## config.mk

```make
export PLATFORM = sky130hd
export DESIGN_NAME = seq_shifter
export DESIGN_NICKNAME = d
export VERILOG_FILES = /design/src/rtl/seq_shifter.sv
export SDC_FILE = /design/constraint.sdc
export NUM_CORES = 1
export LEC_CHECK = 0
export ABC_CLOCK_PERIOD_IN_PS = 2200
export BUFFER_PORTS_ARGS = -buffer_cell sky130_fd_sc_hd__buf_2
export CAP_MARGIN = 20
export CORE_MARGIN = 1.5
export CORE_UTILIZATION = 46
export DETAILED_ROUTE_END_ITERATION = 12
export PLACE_DENSITY = 0.71
export SETUP_SLACK_MARGIN = 0.5
export SLEW_MARGIN = 15
export SYNTH_ARGS = -nofsm -noshare
export SYNTH_HDL_FRONTEND = slang
export SYNTH_SLANG_ARGS = --single-unit
```

## constraint.sdc

```tcl
create_clock -name clk -period 2.2 [get_ports clk]
set_input_delay 0.44 -clock clk [delete_from_list [all_inputs] [get_ports clk]]
set_output_delay 0.44 -clock clk [all_outputs]
set_load 0.1 [all_outputs]
```

## src/rtl/seq_shifter.sv

```systemverilog
// Multi-cycle shift engine: shifts a 16-bit operand one bit per clock
// with valid/ready handshakes on request and result, and reports the last bit shifted out.
module seq_shifter #(
  parameter int WIDTH = 16,
  parameter int AMT_W = 4
) (
  input  logic             clk,
  input  logic             rst_n,
  input  logic             in_valid,
  output logic             in_ready,
  input  logic [WIDTH-1:0] in_data,
  input  logic [1:0]       in_op,
  input  logic [AMT_W-1:0] in_amt,
  output logic             out_valid,
  input  logic             out_ready,
  output logic [WIDTH-1:0] out_data,
  output logic             out_carry
);

  typedef enum logic [1:0] {
    IDLE  = 2'd0,
    SHIFT = 2'd1,
    DONE  = 2'd2
  } state_t;

  localparam logic [1:0]       OP_PASS = 2'b00;
  localparam logic [1:0]       OP_LSL  = 2'b01;
  localparam logic [1:0]       OP_LSR  = 2'b10;
  localparam logic [1:0]       OP_ASR  = 2'b11;
  localparam logic [AMT_W-1:0] CNT_ONE = AMT_W'(1);

  state_t           state_r;
  logic [WIDTH-1:0] data_r;
  logic [1:0]       op_r;
  logic [AMT_W-1:0] cnt_r;
  logic             carry_r;

  // One single-bit step; result is {carry_out, shifted_data}.
  function automatic logic [WIDTH:0] shift_step(input logic [1:0] op, input logic [WIDTH-1:0] d);
    logic [WIDTH:0] res;
    case (op)
      OP_LSL:  res = {d[WIDTH-1], d[WIDTH-2:0], 1'b0};
      OP_LSR:  res = {d[0], 1'b0, d[WIDTH-1:1]};
      OP_ASR:  res = {d[0], d[WIDTH-1], d[WIDTH-1:1]};
      default: res = {1'b0, d};
    endcase
    return res;
  endfunction

  assign out_data  = data_r;
  assign out_carry = carry_r;

  // Control FSM and datapath registers; handshake outputs are registered alongside state.
  always_ff @(posedge clk or negedge rst_n) begin
    if (!rst_n) begin
      state_r   <= IDLE;
      data_r    <= {WIDTH{1'b0}};
      op_r      <= OP_PASS;
      cnt_r     <= {AMT_W{1'b0}};
      carry_r   <= 1'b0;
      in_ready  <= 1'b1;
      out_valid <= 1'b0;
    end else begin
      case (state_r)
        IDLE: begin
          if (in_valid) begin
            data_r   <= in_data;
            op_r     <= in_op;
            cnt_r    <= in_amt;
            carry_r  <= 1'b0;
            in_ready <= 1'b0;
            if (in_op == OP_PASS || in_amt == {AMT_W{1'b0}}) begin
              state_r   <= DONE;
              out_valid <= 1'b1;
            end else begin
              state_r   <= SHIFT;
              out_valid <= 1'b0;
            end
          end else begin
            in_ready  <= 1'b1;
            out_valid <= 1'b0;
          end
        end
        SHIFT: begin
          {carry_r, data_r} <= shift_step(op_r, data_r);
          cnt_r             <= cnt_r - CNT_ONE;
          if (cnt_r == CNT_ONE) begin
            state_r   <= DONE;
            out_valid <= 1'b1;
          end else begin
            state_r   <= SHIFT;
            out_valid <= 1'b0;
          end
        end
        DONE: begin
          if (out_ready) begin
            state_r   <= IDLE;
            out_valid <= 1'b0;
            in_ready  <= 1'b1;
          end else begin
            out_valid <= 1'b1;
            in_ready  <= 1'b0;
          end
        end
        default: begin
          state_r   <= IDLE;
          out_valid <= 1'b0;
          in_ready  <= 1'b1;
        end
      endcase
    end
  end

endmodule

```

==> impl_metrics.env, run 1 <==
export IMPL_syn_area_um2=1710
export IMPL_port_buffers=44
export IMPL_grt_max_degree=31
export IMPL_synthArstFlopShare=1.00
export IMPL_die_h_um=64.0
export IMPL_grt_pass1_wl_um=6390
export IMPL_synth_top_cell_area_share=0.380
export IMPL_final_area_um2=1950
export IMPL_rsz0062_at_grt="no"
export IMPL_cpLargestDelayFamily="buffers and inverters"
export IMPL_grt_ovfl_total=0
export IMPL_htree_levels=1
export IMPL_multi_input_area_um2=892
export IMPL_critical_path_arrival_ns=1.16
export IMPL_slew_violations=0
export IMPL_syn_num_nets=200
export IMPL_nets=238
export IMPL_cts_buffers=3
export IMPL_grtUsageTotal=0.197
export IMPL_globalplace_congestion=0.809
export IMPL_period_minus_slack_ns=1.60
export IMPL_syn_to_final_growth_pct=13.6
export IMPL_core_um2=3440
export IMPL_synth_edf_count=0
export IMPL_antenna_found_initial=0
export IMPL_synth_ff_type="dfrtp_1"
export IMPL_wl_per_cell_um=14.9
export IMPL_path_cells="buf_2"
export IMPL_synth_most_common_cell="dfrtp_1"
export IMPL_drtAntennaViolNets=0
export IMPL_cap_violations=0
export IMPL_cts_sink_count=27
export IMPL_slew_headroom=0.588
export IMPL_seq_area_um2=678
export IMPL_critical_path_endpoint_type="primary output"
export IMPL_cp_required_ns=1.76
export IMPL_fp_row_count=21
export IMPL_reg2reg_depth=7
export IMPL_cts_path_max_buffers=2
export IMPL_start_util=0.498
export IMPL_nFillCells=317
export IMPL_drc=0
export IMPL_crit_buf_inv=1
export IMPL_placed_cell_area_um2=1900
export IMPL_max_freq_mhz=626
export IMPL_root_buffer="clkbuf_8"
export IMPL_clkLatencyLatePin_ns=0.28
export IMPL_post_route_period_util=0.727
export IMPL_drt_total_wl_um=3740
export IMPL_r2r_end="out_data[0]$_DFFE_PN0P_"
export IMPL_worst_slack_ns=0.601
export IMPL_yosysTopAreaCell="dfrtp_1"
export IMPL_hold_class="input port to asynchronous set/reset pin"
export IMPL_first_iter_violations=69
export IMPL_crit_type="flip-flop to primary output"
export IMPL_avgSynthCellArea_um2=10.2
export IMPL_yosysWarnings=0
export IMPL_clock_skew_ns=0.00693
export IMPL_die_area_um2=4100
export IMPL_tns_ns=0
export IMPL_diodes=0
export IMPL_reg2reg_from="op_r[0]$_DFFE_PN0P_"
export IMPL_vias=1396
export IMPL_rrSetupSlack_ns=0.66
export IMPL_postCtsSetupBuffers=0
export IMPL_dr_pass1_iters=4
export IMPL_worstPathMaxFanout=4
export IMPL_yosys_cell_types_count=38
export IMPL_viasPerCell=5.56
export IMPL_pin_count=45
export IMPL_status="finished clean"
export IMPL_fin_util=0.566
export IMPL_critPathLaunchType="flip-flop"
export IMPL_place_hpwl_um=2680
export IMPL_layout_drive_gt1_share=0.390
export IMPL_cpPeakStageDelay_ns=0.45
export IMPL_worst_pin_slew_ns=0.618
export IMPL_cts_clk_slew_worst_paths_ns=0.10
export IMPL_first_global_vias=1393
export IMPL_fp_dieW_um=64.0
export IMPL_cts_tree="yes"
export IMPL_preCtsSetupSlack_ns=0.494
export IMPL_synthTopCellsByArea="dfrtp_1, a22o_1, a22oi_2"
export IMPL_finalHoldViolations=0
export IMPL_synthCells=168
export IMPL_slowest_stage="buf_2"
export IMPL_synth_common_cells="dfrtp_1, nor2_1, a22o_1"
export IMPL_synth_seq_cells=27
export IMPL_yosysSeqAreaShare=0.395
export IMPL_finalSetupViolations=0
## worst max path at each step
stage / startpoint / slack, ns / cells after the start / to
2_1_floorplan: op_r[1]$_DFFE_PN0P_ / 0.52 / 9 / out_data[10]$_DFFE_PN0P_
3_3_place_gp: state_r[0]$_DFFE_PN0P_ / 0.58 / 4 / out_data[13]$_DFFE_PN0P_
3_5_place_dp: state_r[0]$_DFFE_PN0P_ / 0.49 / 4 / out_data[12]$_DFFE_PN0P_
4_1_cts: in_ready$_DFFE_PN1N_ / 0.51 / 1 / in_ready
5_1_grt: op_r[0]$_DFFE_PN0P_ / 0.52 / 7 / out_data[0]$_DFFE_PN0P_
6_report: out_data[1]$_DFFE_PN0P_ / 0.60 / 1 / out_data[1]
## cells by family after synthesis
logic type / after synthesis / synth area share
fa+ha+maj: 6 / 0.0438
simple gates: 41 / 0.126
mux: 1 / 0.00657
buf+inv: 21 / 0.0847
compound gates: 72 / 0.344
flops: 27 / 0.395
## cell usage in the layout (no fill, tap or decap), types with 4 or more instances in the layout
cell type  netlist  layout
inv_1            7       7
buf_2            3      43
nand2_1          8       8
a22o_1          15      15
o21ai_0          9       9
a22oi_2          9       9
nor2_1          19      19
a22oi_1          5       5
o22ai_1          4       4
a21oi_1         11      11
o22a_1           4       4
a21oi_2          9       9
ha_1             6       6
nand3_1          4       4
dfrtp_1         26      25
## registers in the layout, summed over array words and instances (netlist names)
register	cells
out_data	16
cnt_r	4
op_r	2
state_r	2
in_ready	1
out_carry	1
out_valid	1
## per-layer routing
layer  routed length, um  global-route usage
met5                   0                   0
met4                  35              0.0462
met3                 175              0.0475
met2                1810               0.336
met1                1730               0.252
## final cells by class
type                       instances  share of cell area
clock buffer                       3              0.0212
clock inverter                     1             0.00385
inverter                           7              0.0135
multi-input combinational        120               0.458
sequential                        27               0.348
tap                               46              0.0295
timing repair buffer              47               0.126
## through the flow
stage          hold WS (ns)  instances
6_report              0.161        251
4_1_cts               0.185        251
5_1_grt               0.201        251
2_1_floorplan         0.144        168
3_5_place_dp          0.488        247
3_3_place_gp          0.483        247
## timing repair
action                                 4_1_cts  5_1_grt
resized for setup                            1        1
setup endpoints to repair                    6        1
hold buffers                                 0        0
endpoints found under the hold margin        0        0
Power of run 1 is left out: the tool's default activity adds up to more than one toggle a clock period on the data nets, which glitch-free logic cannot reach.
==> inputs of run 2 (changes only) <==
--- a/config.mk
+++ b/config.mk
@@ -5,13 +5,13 @@
 export SDC_FILE = /design/constraint.sdc
 export NUM_CORES = 1
 export LEC_CHECK = 0
-export ABC_CLOCK_PERIOD_IN_PS = 2200
+export ABC_CLOCK_PERIOD_IN_PS = 1370
 export BUFFER_PORTS_ARGS = -buffer_cell sky130_fd_sc_hd__buf_2
 export CAP_MARGIN = 20
 export CORE_MARGIN = 1.5
 export CORE_UTILIZATION = 46
 export DETAILED_ROUTE_END_ITERATION = 12
-export PLACE_DENSITY = 0.71
+export PLACE_DENSITY = 0.74
 export SETUP_SLACK_MARGIN = 0.5
 export SLEW_MARGIN = 15
 export SYNTH_ARGS = -nofsm -noshare
==> constraint.sdc (replaced) <==
create_clock -name clk -period 1.37 [get_ports clk]
set_input_delay 0.274 -clock clk [delete_from_list [all_inputs] [get_ports clk]]
set_output_delay 0.274 -clock clk [all_outputs]
set_load 0.1 [all_outputs]
==> run 2 against run 1 <==
Effect of this change:
- the flow now finishes with violations (setup timing)
- final cell count is 18% higher
- highest routed layer unchanged
- critical path type is now flip-flop to flip-flop
- via count is 28% higher
- non-clock buffer count is 45 higher
- utilization is 30 points higher
==> impl_metrics.env, run 2 (synthesis results as in run 1) <==
export IMPL_status="finished, violations left"
export IMPL_failed_checks="setup timing"
export IMPL_layout_drive_gt1_share=0.756
export IMPL_cts_buffers=3
export IMPL_cts_clk_slew_worst_paths_ns=0.10
export IMPL_diodes=0
export IMPL_finalHoldViolations=0
export IMPL_cts_path_max_buffers=2
export IMPL_rsz0062_at_grt="yes"
export IMPL_critPathLaunchType="flip-flop"
export IMPL_clock_skew_ns=0.00689
export IMPL_cts_tree="yes"
export IMPL_viasPerCell=6.01
export IMPL_crit_type="flip-flop to flip-flop"
export IMPL_grt_ovfl_total=0
export IMPL_wl_per_cell_um=20.9
export IMPL_globalplace_congestion=0.855
export IMPL_clkLatencyLatePin_ns=0.28
export IMPL_final_cell_mix="buf_4, buf_2, buf_12"
export IMPL_cp_required_ns=1.53
export IMPL_critical_path_arrival_ns=1.66
export IMPL_fp_dieW_um=64.0
export IMPL_period_minus_slack_ns=1.50
export IMPL_start_util=0.498
export IMPL_core_um2=3440
export IMPL_pin_count=45
export IMPL_nFillCells=160
export IMPL_fin_hold_ws_ns=0.00536
export IMPL_final_cell_count_no_fill=296
export IMPL_fp_row_count=21
export IMPL_place_hpwl_um=3090
export IMPL_dr_pass1_iters=4
export IMPL_first_global_vias=1667
export IMPL_vias=1780
export IMPL_die_h_um=64.0
export IMPL_nets=283
export IMPL_port_buffers=44
export IMPL_die_area_um2=4100
export IMPL_cap_violations=0
export IMPL_drt_total_wl_um=6200
export IMPL_cts_sink_count=27
export IMPL_antenna_found_initial=0
export IMPL_first_iter_violations=151
export IMPL_finalSetupViolations=18
export IMPL_slew_violations=0
export IMPL_worstPathMaxFanout=15
export IMPL_critical_path_endpoint_type="flip-flop"
export IMPL_post_route_period_util=1.10
export IMPL_worst_slack_ns=-0.130
export IMPL_grt_max_degree=28
export IMPL_grtUsageTotal=0.245
export IMPL_worst_pin_slew_ns=0.633
export IMPL_htree_levels=1
export IMPL_max_freq_mhz=667
export IMPL_grt_pass1_wl_um=8000
export IMPL_final_common_cell="buf_4"
export IMPL_dp_cells=259
export IMPL_largest_reg_flops=16
export IMPL_hold_class="input port to asynchronous set/reset pin"
export IMPL_syn_to_final_growth_pct=74.3
export IMPL_drc=0
export IMPL_reg2reg_depth=5
export IMPL_root_buffer="clkbuf_8"
export IMPL_slew_headroom=0.578
export IMPL_drtAntennaViolNets=0
[run 2: worst paths after layout]
check	startpoint	endpoint	slack, ns
setup / recovery	op_r[1]$_DFFE_PN0P_	out_data[1]$_DFFE_PN0P_	-0.13
hold reg to reg	cnt_r[0]$_DFFE_PN0P_	cnt_r[0]$_DFFE_PN0P_	0.60
setup reg to reg	op_r[1]$_DFFE_PN0P_	out_data[1]$_DFFE_PN0P_	-0.13
max in group asynchronous	rst_n	out_data[2]$_DFFE_PN0P_	0.89
hold / removal	rst_n	out_data[6]$_DFFE_PN0P_	0.005
min in group clk	in_op[0]	op_r[0]$_DFFE_PN0P_	0.23
[run 2: critical path, cell delays in order, from the launching register on]
cell,delay (ns)
dfrtp_2,0.46
buf_4,0.16
buf_4,0.20
a22o_1,0.24
a22oi_1,0.24
a21oi_2,0.09
[run 2: cell type report]
class                      instances  area (um2)  area share
clock buffer                       3        41.3      0.0138
clock inverter                     1        5.00     0.00168
inverter                           7        38.8      0.0130
multi-input combinational        120        1120       0.374
sequential                        27         753       0.252
tap                               46        57.6      0.0193
timing repair buffer              92         973       0.326
[run 2: stage by stage]
stage | setup TNS (ns) | utilization | worst slack [ns] | instance area (um2)
final | -1.55 | 0.868 | -0.130 | 2990
after floorplan | -2.87 | - | -0.218 | 1840
after CTS | -0.915 | 0.784 | -0.0869 | 2700
after global placement | -0.348 | 0.693 | -0.0496 | 2380
after detailed placement | -1.30 | 0.693 | -0.117 | 2380
after global routing | -2.18 | 0.868 | -0.180 | 2990
[run 2: per-layer routing]
metal  vias to the layer above  track usage  wire, um
met5                         -            0         0
met3                        16       0.0335       307
met4                         0       0.0571       142
li1                        781            -         -
met1                       896        0.336      2540
met2                        87        0.411      3210
[run 2: what timing repair did]
| item | in CTS | in global routing |
|---|---|---|
| pin swaps | 9 | 16 |
| buffers inserted | 23 | 8 |
| hold buffers | 0 | 0 |
| cloned | 0 | 2 |
| gates resized for setup | 29 | 52 |
| setup endpoints to repair | 46 | 46 |
Power of run 2 is left out for the same reason.
==> inputs of run 3 (changes only) <==
--- a/config.mk
+++ b/config.mk
@@ -5,14 +5,13 @@
 export SDC_FILE = /design/constraint.sdc
 export NUM_CORES = 1
 export LEC_CHECK = 0
-export ABC_CLOCK_PERIOD_IN_PS = 1370
+export ABC_CLOCK_PERIOD_IN_PS = 1300
 export BUFFER_PORTS_ARGS = -buffer_cell sky130_fd_sc_hd__buf_2
 export CAP_MARGIN = 20
 export CORE_MARGIN = 1.5
 export CORE_UTILIZATION = 46
 export DETAILED_ROUTE_END_ITERATION = 12
 export PLACE_DENSITY = 0.74
-export SETUP_SLACK_MARGIN = 0.5
 export SLEW_MARGIN = 15
 export SYNTH_ARGS = -nofsm -noshare
 export SYNTH_HDL_FRONTEND = slang
==> constraint.sdc (replaced) <==
create_clock -name clk -period 1.3 [get_ports clk]
set_input_delay 0.26 -clock clk [delete_from_list [all_inputs] [get_ports clk]]
set_output_delay 0.26 -clock clk [all_outputs]
set_load 0.1 [all_outputs]
==> run 3 against run 2 <==
Effect of this change:
- the flow still finishes with violations (setup timing)
- first-iteration DRC count decreased by 57%
- non-clock buffer count down 22
- worst hold slack improved by 0.21 ns
- via count fell by 12%
- utilization fell by 13 points
- routed wire length decreased by 27%
==> impl_metrics.env, run 3 (synthesis results as in run 1) <==
export IMPL_crit_type="flip-flop to flip-flop"
export IMPL_worst_pin_slew_ns=0.347
export IMPL_first_iter_violations=65
export IMPL_viasPerCell=5.75
export IMPL_tns_ns=-2.81
export IMPL_globalplace_congestion=0.840
export IMPL_worst_slack_ns=-0.185
export IMPL_cpPeakStageDelay_ns=0.45
export IMPL_htree_levels=1
export IMPL_finalSetupViolations=17
export IMPL_cpLargestDelayFamily="flip-flops"
export IMPL_failed_checks="setup timing"
export IMPL_critical_path_arrival_ns=1.68
export IMPL_critPathLaunchType="flip-flop"
export IMPL_slew_headroom=0.767
export IMPL_clock_skew_ns=0.00498
export IMPL_drt_total_wl_um=4510
export IMPL_grtUsageTotal=0.234
export IMPL_dr_pass1_iters=4
export IMPL_preCtsSetupSlack_ns=-0.193
export IMPL_crit_buf_inv=3
export IMPL_finalHoldViolations=0
export IMPL_die_area_um2=4100
export IMPL_clkLatencyLatePin_ns=0.27
export IMPL_fin_util=0.742
export IMPL_cts_sink_count=27
export IMPL_die_h_um=64.0
export IMPL_post_route_period_util=1.14
export IMPL_final_cell_mix="buf_2, dfrtp_1, buf_12"
export IMPL_max_freq_mhz=673
export IMPL_final_common_cell="buf_2"
export IMPL_period_minus_slack_ns=1.48
export IMPL_first_global_vias=1604
export IMPL_port_buffers=44
export IMPL_status="finished, violations left"
export IMPL_layout_drive_gt1_share=0.561
export IMPL_core_um2=3440
export IMPL_slowest_stage="dfrtp_2"
export IMPL_cts_clk_slew_worst_paths_ns=0.09
export IMPL_cts_tree="yes"
export IMPL_path_cells="inv_4 -> ha_4 -> inv_2 -> a21oi_4 -> buf_6 -> nor2_2 -> a21oi_2"
export IMPL_antenna_found_initial=0
export IMPL_place_hpwl_um=3300
export IMPL_slew_violations=0
export IMPL_drtAntennaViolNets=0
export IMPL_rsz0062_at_grt="yes"
export IMPL_cp_required_ns=1.49
export IMPL_fp_dieW_um=64.0
export IMPL_critical_path_endpoint_type="flip-flop"
export IMPL_root_buffer="clkbuf_8"
export IMPL_grt_max_degree=28
export IMPL_wl_per_cell_um=16.5
export IMPL_pin_count=45
export IMPL_hold_class="input port to flip-flop"
export IMPL_diodes=0
export IMPL_start_util=0.498
export IMPL_largest_reg_flops=16
export IMPL_cts_buffers=3
export IMPL_grt_pass1_wl_um=7580
export IMPL_vias=1575
export IMPL_cap_violations=0
export IMPL_worstPathMaxFanout=6
export IMPL_cts_path_max_buffers=2
export IMPL_fp_row_count=21
export IMPL_syn_to_final_growth_pct=49.0
export IMPL_drc=0
export IMPL_nets=261
export IMPL_grt_ovfl_total=0
[run 3: cell count changes in the layout (fill, tap and decap cells not counted), sizes merged]
| cell | previous run | this run |
|---|---|---|
| buf | 91 | 69 |
| clkinv | 1 | 0 |
| dlygate4sd3 | 0 | 1 |
[run 3: repair_timing]
item,in CTS,in global routing
pin swaps,9,3
setup endpoints to repair,20,23
cloned,2,0
gates resized for setup,19,16
setup buffers,1,1
hold endpoints to repair,26,0
hold buffers,1,0
[run 3: worst paths after layout]
path / startpoint / to / slack (ns) / cells after the start
hold reg to reg: in_ready$_DFFE_PN1N_ / in_ready$_DFFE_PN1N_ / 0.59 / 2
max in group asynchronous: rst_n / in_ready$_DFFE_PN1N_ / 0.49 / 3
setup / recovery: op_r[1]$_DFFE_PN0P_ / out_data[3]$_DFFE_PN0P_ / -0.18 / 7
setup reg to reg: op_r[1]$_DFFE_PN0P_ / out_data[3]$_DFFE_PN0P_ / -0.18 / 7
hold / removal: in_op[1] / op_r[1]$_DFFE_PN0P_ / 0.22 / 3
min in group asynchronous: rst_n / out_valid$_DFF_PN0_ / 0.51 / 3
[run 3: layout make-up]
cell class / count / area, um2
Sequential cell: 27 / 681
Timing Repair Buffer: 70 / 747
Multi-Input combinational cell: 120 / 995
Clock buffer: 4 / 45.0
Tap cell: 46 / 57.6
Inverter: 7 / 28.8
Fill cell: 222 / 888
[run 3: through the flow]
stage | cell area, um2 | hold slack [ns] | std cells
5_1_grt | 2550 | 0.212 | 274
2_1_floorplan | 1760 | -0.0356 | 168
6_report | 2550 | 0.220 | 274
4_1_cts | 2490 | 0.218 | 273
3_5_place_dp | 2360 | 0.276 | 265
3_3_place_gp | 2360 | 0.276 | 265
[run 3: routing by layer]
metal / vias up / track usage / share of wire
met3: 8 / 0.0299 / 0.046
li1: 738 / - / -
met4: 0 / 0.0598 / 0.012
met2: 47 / 0.410 / 0.52
met1: 782 / 0.303 / 0.42
met5: - / 0 / 0
[run 3: worst reg2reg max path, stage by stage, from the launching register on]
cell and delay [ns]:
dfrtp_2 0.45, inv_4 0.07, ha_4 0.26, inv_2 0.04
a21oi_4 0.25, buf_6 0.19, nor2_2 0.04, a21oi_2 0.12
Power of run 3 is left out for the same reason.
